## src/rtl/reg_file_sb.sv

```systemverilog
// Decode-stage register file: NRD combinational read ports, one write port with
// write-through bypass, and a busy-bit scoreboard tracking outstanding producers.
module reg_file_sb #(
    parameter int XLEN    = 32,
    parameter int NREG    = 32,
    parameter int AW      = $clog2(NREG),
    parameter int NRD     = 2,
    parameter int ZERO_R0 = 1
) (
    input  logic                       clk,
    input  logic                       rst,
    input  logic                       we,
    input  logic [AW-1:0]              waddr,
    input  logic [XLEN-1:0]            wdata,
    input  logic [NRD*AW-1:0]          raddr,
    output logic [NRD*XLEN-1:0]        rdata,
    output logic [NRD-1:0]             rbusy,
    input  logic                       iss_valid,
    input  logic [AW-1:0]              iss_rd,
    input  logic                       flush,
    output logic                       iss_stall,
    output logic [$clog2(NREG+1)-1:0]  busy_cnt
);

    localparam int CW = $clog2(NREG+1);

    logic [XLEN-1:0] r_regs [NREG];
    logic [NREG-1:0] r_busy;
    logic [CW-1:0]   r_busy_cnt;

    logic w_wr_zero;
    logic w_iss_zero;
    logic w_set_hit;
    logic w_clr_hit;
    logic w_set_eff;
    logic w_clr_eff;

    assign w_wr_zero  = (ZERO_R0 != 0) && (waddr == '0);
    assign w_iss_zero = (ZERO_R0 != 0) && (iss_rd == '0);
    assign w_set_hit  = iss_valid && !flush && !w_iss_zero;
    assign w_clr_hit  = we && !w_wr_zero;

    // Count deltas only reflect real bit transitions; a same-register set masks the clear.
    assign w_set_eff = w_set_hit && !r_busy[iss_rd];
    assign w_clr_eff = w_clr_hit && r_busy[waddr] && !(w_set_hit && (iss_rd == waddr));

    always_ff @(posedge clk or negedge rst) begin
        if (!rst) begin
            for (int unsigned i = 0; i < NREG; i++) begin
                r_regs[i] <= '0;
            end
        end else if (we && !w_wr_zero) begin
            r_regs[waddr] <= wdata;
        end
    end

    always_ff @(posedge clk or negedge rst) begin
        if (!rst) begin
            r_busy     <= '0;
            r_busy_cnt <= '0;
        end else if (flush) begin
            r_busy     <= '0;
            r_busy_cnt <= '0;
        end else begin
            if (w_clr_hit) begin
                r_busy[waddr] <= 1'b0;
            end
            if (w_set_hit) begin
                r_busy[iss_rd] <= 1'b1;
            end
            r_busy_cnt <= r_busy_cnt + CW'(w_set_eff) - CW'(w_clr_eff);
        end
    end

    for (genvar g = 0; g < NRD; g++) begin : g_rd
        logic [AW-1:0] w_ra;
        logic          w_zero;
        logic          w_byp;

        assign w_ra   = raddr[g*AW +: AW];
        assign w_zero = (ZERO_R0 != 0) && (w_ra == '0);
        assign w_byp  = we && (waddr == w_ra);

        assign rdata[g*XLEN +: XLEN] = (!rst || w_zero) ? '0 :
                                       (w_byp ? wdata : r_regs[w_ra]);
        assign rbusy[g] = rst && !w_zero && r_busy[w_ra] && !w_byp;
    end

    assign iss_stall = rst && iss_valid && (|rbusy);
    assign busy_cnt  = r_busy_cnt;

endmodule

```

## config.mk

```make
export PLATFORM = sky130hd
export DESIGN_NAME = reg_file_sb
export DESIGN_NICKNAME = d
export VERILOG_FILES = /design/src/rtl/reg_file_sb.sv
export SDC_FILE = /design/constraint.sdc
export NUM_CORES = 2
export LEC_CHECK = 0
export BUFFER_PORTS_ARGS = -buffer_cell sky130_fd_sc_hd__buf_4
export CORE_ASPECT_RATIO = 0.6
export CORE_MARGIN = 5
export CORE_UTILIZATION = 39
export CTS_BUF_LIST = sky130_fd_sc_hd__clkbuf_4 sky130_fd_sc_hd__clkbuf_8
export DETAILED_ROUTE_END_ITERATION = 8
export PLACE_DENSITY_LB_ADDON = 0.12
export RECOVER_POWER = 100
export SYNTH_ARGS = -nofsm -noshare
export SYNTH_HDL_FRONTEND = slang
export SYNTH_SLANG_ARGS = --single-unit
```

## constraint.sdc

```tcl
create_clock -name clk -period 3.7 [get_ports clk]
set_input_delay 0.37 -clock clk [delete_from_list [all_inputs] [get_ports clk]]
set_output_delay 0.37 -clock clk [all_outputs]
set_load 0.05 [all_outputs]
```

== After elaboration in Yosys (flattened, before gate mapping) ==
Index checks and enable logic that the tools add are counted.

* Bits in registers: 1062
* Latch bits: 0
* Memory bits (writable): 0
* Bits in read-only memories: 0
* Input port bits: 57
* Output and inout bits: 73
* Logic and storage cells: 122
* Memories: 0

* Add/subtract/negate cells: 2
* Multipliers: 0
* Divide/modulo/power cells: 0
* Magnitude comparators: 10
* Equal/unequal tests: 3
* Shift-type cells: 0
* Multiplexer cells: 30
* Bitwise operators: 6
* Reduce and logical (&&, ||, !) cells: 37

{| class="wikitable"
|+ Operators by type and width
! cell !! number
|-
| 1024-bit bitwise mux || 1
|-
| 32-bit two-way mux || 13
|-
| 32-bit binary-select mux with 5-bit select || 2
|-
| 32-bit demux with 5-bit select || 1
|-
| 32-bit bitwise AND || 1
|-
| 32-bit NOT || 1
|-
| 32-bit OR || 1
|-
| 5-bit by 6-bit < comparator with 1-bit output, second input constant || 4
|-
| 1-bit binary-select mux with 5-bit select || 4
|-
| 1-bit logical AND || 20
|-
| 5-bit zero test || 4
|-
| 6-bit greater-or-equal comparator, second input constant || 3
|-
| 5-bit NOT with 6-bit output || 3
|-
| 5-bit == test || 3
|-
| 1-bit demux with 5-bit select || 2
|-
| 5-bit by 1-bit greater-or-equal comparator with 1-bit output, second input constant || 2
|-
| 1-bit zero test || 10
|-
| 6-bit by 1-bit adder with 6-bit output || 1
|-
| 6-bit by 1-bit < comparator with 1-bit output, second input constant || 1
|-
| 1-bit two-way mux || 6
|-
| 6-bit two-way mux || 1
|-
| 6-bit by 1-bit subtractor with 6-bit output || 1
|-
| 1-bit logical OR || 2
|-
| 2-bit OR reduction || 1
|}

== Depth between registers and ports, before layout ==
* Depth in word-level cells: 11
* Depth in mapped cells: 16
* Depth with buffers taken out: 14

== Worst setup path after synthesis ==
No wires, ideal clock.

* Kind: input -> output
* Start point: input raddr[0]
* End point: output rdata[22]
* Arrival time: 3283 ps
* Slack: 47 ps
* Stages: 9
* Path buffers: 4
* Cell sequence: buf_6 > buf_12 > xor2_1 > nor4_1 > and3_1 > or2_2 > buf_4 > clkbuf_1 > o41ai_1

* Cells in the longest elaborated chain, start to end: 6
* Elaborated cells between the ends (all ways): 10
* Classes of those cells: 1 x eq/ne; 5 x mux; 1 x bitwise; 3 x reduce/logical

{| class="wikitable"
|+ Ends and longest elaborated chain
! item !! RTL line !! text
|-
| start, declared || 15 || <nowiki>input logic [NRD*AW-1:0] raddr,</nowiki>
|-
| 5-bit NOT with 6-bit output (not written as such) || 85 || <nowiki>(w_byp ? wdata : r_regs[w_ra]);</nowiki>
|-
| 32-bit binary-select mux with 5-bit select || 85 ||
|-
| 32-bit two-way mux (not written as such) (2 in series) || 85 ||
|-
| 32-bit two-way mux || 85 ||
|-
| 32-bit two-way mux * || 84 || <nowiki>assign rdata[g*XLEN +: XLEN] = (!rst || w_zero) ? '0 :</nowiki>
|-
| end, declared || 16 || <nowiki>output logic [NRD*XLEN-1:0] rdata,</nowiki>
|}

Mark *: on every way between the ends. The rest lies on a longest branch, timed or not. The select of a mux whose other input is x is not followed.

== Worst setup path after layout ==
* Start point: input raddr[1]
* End point: output rdata[12]

Same word-level chain as after synthesis.

==> out/results.tsv <==
stage	metric	value	unit
timing	finalSetupViolCount	0	
final_layout	multi_input_area	29500	um2
worst_setup_path	crit_path_max_incr_delay	0.75	ns
power_and_ir_drop	p_leak	0.0284	uW
logic_synthesis	ys_top_cells_by_area	dfrtp_1, mux2_2, mux4_2	
worst_setup_path	end_kind	output pin	
hold_path	hp-class	in2async	
clock_network	htree_num_levels	4	
die	core	148000	um2
global_route	grt_pass1_wl	306000	um
die	ios	130	
die	die_area	157000	um2
worst_setup_path	cp-startpoint	raddr[1]	
worst_setup_path	worstPathArrival	3.24	ns
global_route	grt_overflow_total	0	
die	chipWidth	509	um
timing	tns	0	ns
placement	place_congestion	0.902	
logic_synthesis	syn-cell-area	58200	um2
final_layout	syn2layout_area_growth	12.5	%
placement	post_dp_cell_area	62000	um2
global_route	antenna_found_initial	9	
final_layout	final_common_cell	dfrtp_1	
logic_synthesis	syn_nets	4012	
route	dr.pass1.iters	5	
global_route	grt_use_total	27.2	%
worst_setup_path	worstPathCellList	buf_8 -> inv_1 -> or3_1 -> clkbuf_4 -> o221ai_1 -> a21oi_1 -> a211oi_1 -> a21o_1 -> buf_4	
logic_synthesis	synth-edff-count	0	
power_and_ir_drop	fin_total_pwr	34100	uW
route	drtAntennaViolNets	0	
clock_network	root_buffer	clkbuf_8	
final_layout	drive_above_1_share	52.2	%
worst_setup_path	r2r_start	r_busy[10]	
worst_setup_path	path_class	in2out	
timing	maxSlewViolCount	1181	
worst_setup_path	cp-start-kind	input pin	
route	drcViolationCount	0	
logic_synthesis	synth_top_area_share	45.7	%
worst_setup_path	cp_top_family	compound AO/OA/AOI/OAI gates	
timing	relSlewSlack	-73.2	%
final_layout	fin_util	44.3	%
clock_network	postCtsSetupRepairBufs	0	
die	initial_core_util	39.4	%
final_layout	seq_area	26600	um2
global_route	grt_pass1_vias	38900	
timing	period_needed	3.61	ns
clock_network	cts_buffers	173	
final_layout	fin_area	65400	um2
final_layout	layout_common_cells	dfrtp_1, mux2_2, mux4_2, clkbuf_8, mux2i_1	
worst_setup_path	ff2ff_setup_slack	0.42	ns
final_layout	instances_no_fill	6173	
timing	fmax	277	MHz
flow_run	maxCapViolCount	38	
clock_network	clock_sinks	1062	
logic_synthesis	ys.warnings.count	0	
route	drt_iter0_drc	3676	
placement	placedCellCount	5809	
logic_synthesis	synthFlopType	dfrtp_1	
timing	hold_violations	0	
worst_setup_path	critPathBufInv	4	
placement	io_buffers	129	
final_layout	final_net_count	4093	
logic_synthesis	yosys.cell_types.count	60	
die	placementRows	109	
logic_synthesis	ys_seq_elements	1062	
worst_setup_path	worst-path-max-fanout	10	
power_and_ir_drop	ir_worst_vdd	357	uV
timing	period_share	97.6	%
route	num_vias	38400	
logic_synthesis	syn_inst	3948	
timing	skew	0.0390	ns
worst_setup_path	crit_path_top_delay_cell	or3_1	
placement	hpwl	126000	um
clock_network	cts.clk_slew.worst_paths	0.07	ns
status	outcome	finished, violations left	
clock_network	cts_resized	0	
worst_setup_path	required	3.33	ns
timing	worst_pin_slew	2.60	ns
power_and_ir_drop	cellPowerDensity	521	nW/um2
logic_synthesis	avgSynthCellArea	14.7	um2
logic_synthesis	synthArstFlopShare	100	%
route	via_per_inst	6.23	
logic_synthesis	yosysTopAreaCell	dfrtp_1	
clock_network	worstSkewPairLatency	0.90	ns
route	wl_per_cell	34.6	um
clock_network	cts_tree	built	
logic_synthesis	ys_seq_area_share	45.7	%
global_route	grt_max_degree	130	
final_layout	fillers	13400	
clock_network	clockBufferDepth	3	
status	violations	max-capacitance violations, max-slew violations	
timing	grt_setup_unrepaired	false	
route	wl	214000	um
die	die_y	309	um
-- final timing paths --
check	endpoint	cells after the start
setup / recovery	rdata[12]	9
hold / removal	r_regs[1021]	2
setup reg to reg	busy_cnt[4]	13
hold reg to reg	r_regs[1012]	0
max in group asynchronous	r_regs[124]	4
min in group clk	r_busy[27]	4
-- worst reg2reg max path: cells and delay by family, from the launching register on --
kind                     cells  cell delay, ns
AO/OA/AOI/OAI                4            0.70
adder cells (fa/ha/maj)      3            0.97
multiplexers                 1            0.52
XOR/XNOR                     1            0.16
AND/OR/NAND/NOR              3            0.20
buffers and inverters        1            0.06
flip-flops                   1            0.46
-- what timing repair did --
item / CTS / global route
endpoints found under the setup margin: 0 / 0
hold endpoints to repair: 1181 / 0
hold buffers: 43 / 0
-- synth_stat cells, types with 3 or more instances --
master,instances
dfrtp_1,1062
mux2_2,1058
mux4_2,499
clkbuf_1,249
mux2i_1,174
buf_2,110
a21oi_1,104
nor2_1,65
nand2_1,60
a22oi_1,56
o21ai_0,46
buf_1,36
o21bai_1,34
nor2b_1,33
a221o_1,32
a221oi_1,32
buf_6,31
buf_4,25
o221ai_1,20
o22ai_1,20
a211oi_1,19
a21o_1,16
xor2_1,13
nand2b_1,12
inv_1,11
a22o_1,10
nand3b_1,10
nand3_1,9
a2111oi_0,7
nor3_1,7
o41ai_1,7
xnor2_1,7
ha_1,6
o31ai_1,6
a211o_1,5
and3_1,5
nor3b_1,5
and2_1,4
o21ai_1,4
or2_2,4
or3_1,4
a31oi_1,3
and3b_1,3
nor4_1,3
-- cell families (layout without fill, tap and decap cells) --
family / after synthesis / in the layout / share of synthesized area, %
other cells: 0 / 6 / 0
compound gates: 434 / 434 / 5.25
flops: 1062 / 1062 / 45.7
mux: 1731 / 1731 / 42.8
fa+ha+maj: 7 / 7 / 0.163
buf+inv: 465 / 686 / 3.87
xor+xnor: 20 / 20 / 0.301
simple gates: 229 / 229 / 1.94
-- power by group --
group	internal, uW	switching (uW)	total, uW
Sequential	13800	1560	15300
Combinational	4190	3270	7460
Clock	6100	5210	11300
-- flip-flops by register name, summed over array words and instances, names as in the netlist --
name,cells
busy_cnt,6
r_regs,1024
r_busy,32
-- layer usage --
layer	share of wire, %	global-route usage (%)	up-vias
met4	2.0	6.31	4
met2	42	38.7	1539
met3	7.9	6.37	264
li1	-	-	15500
met1	48	41.9	21100
met5	0.12	0	-
-- metrics by stage --
stage	hold slack [ns]	worst slack, ns
2_1_floorplan	0.0744	0.0473
3_5_place_dp	0.197	0.268
3_3_place_gp	0.197	0.237
4_1_cts	0.0543	0.101
5_1_grt	0.114	0.0552
6_report	0.169	0.0875
-- layout make-up --
| class | instances | area share (%) |
|---|---|---|
| sequential | 1062 | 40.6 |
| timing repair buffer | 360 | 4.62 |
| inverter | 11 | 0.0631 |
| antenna | 6 | 0.0229 |
| clock inverter | 26 | 0.371 |
| clock buffer | 289 | 5.38 |
| tap | 1998 | 3.82 |
| multi-input combinational | 2421 | 45.1 |
No activity file was read; power rests on OpenSTA's default activity.
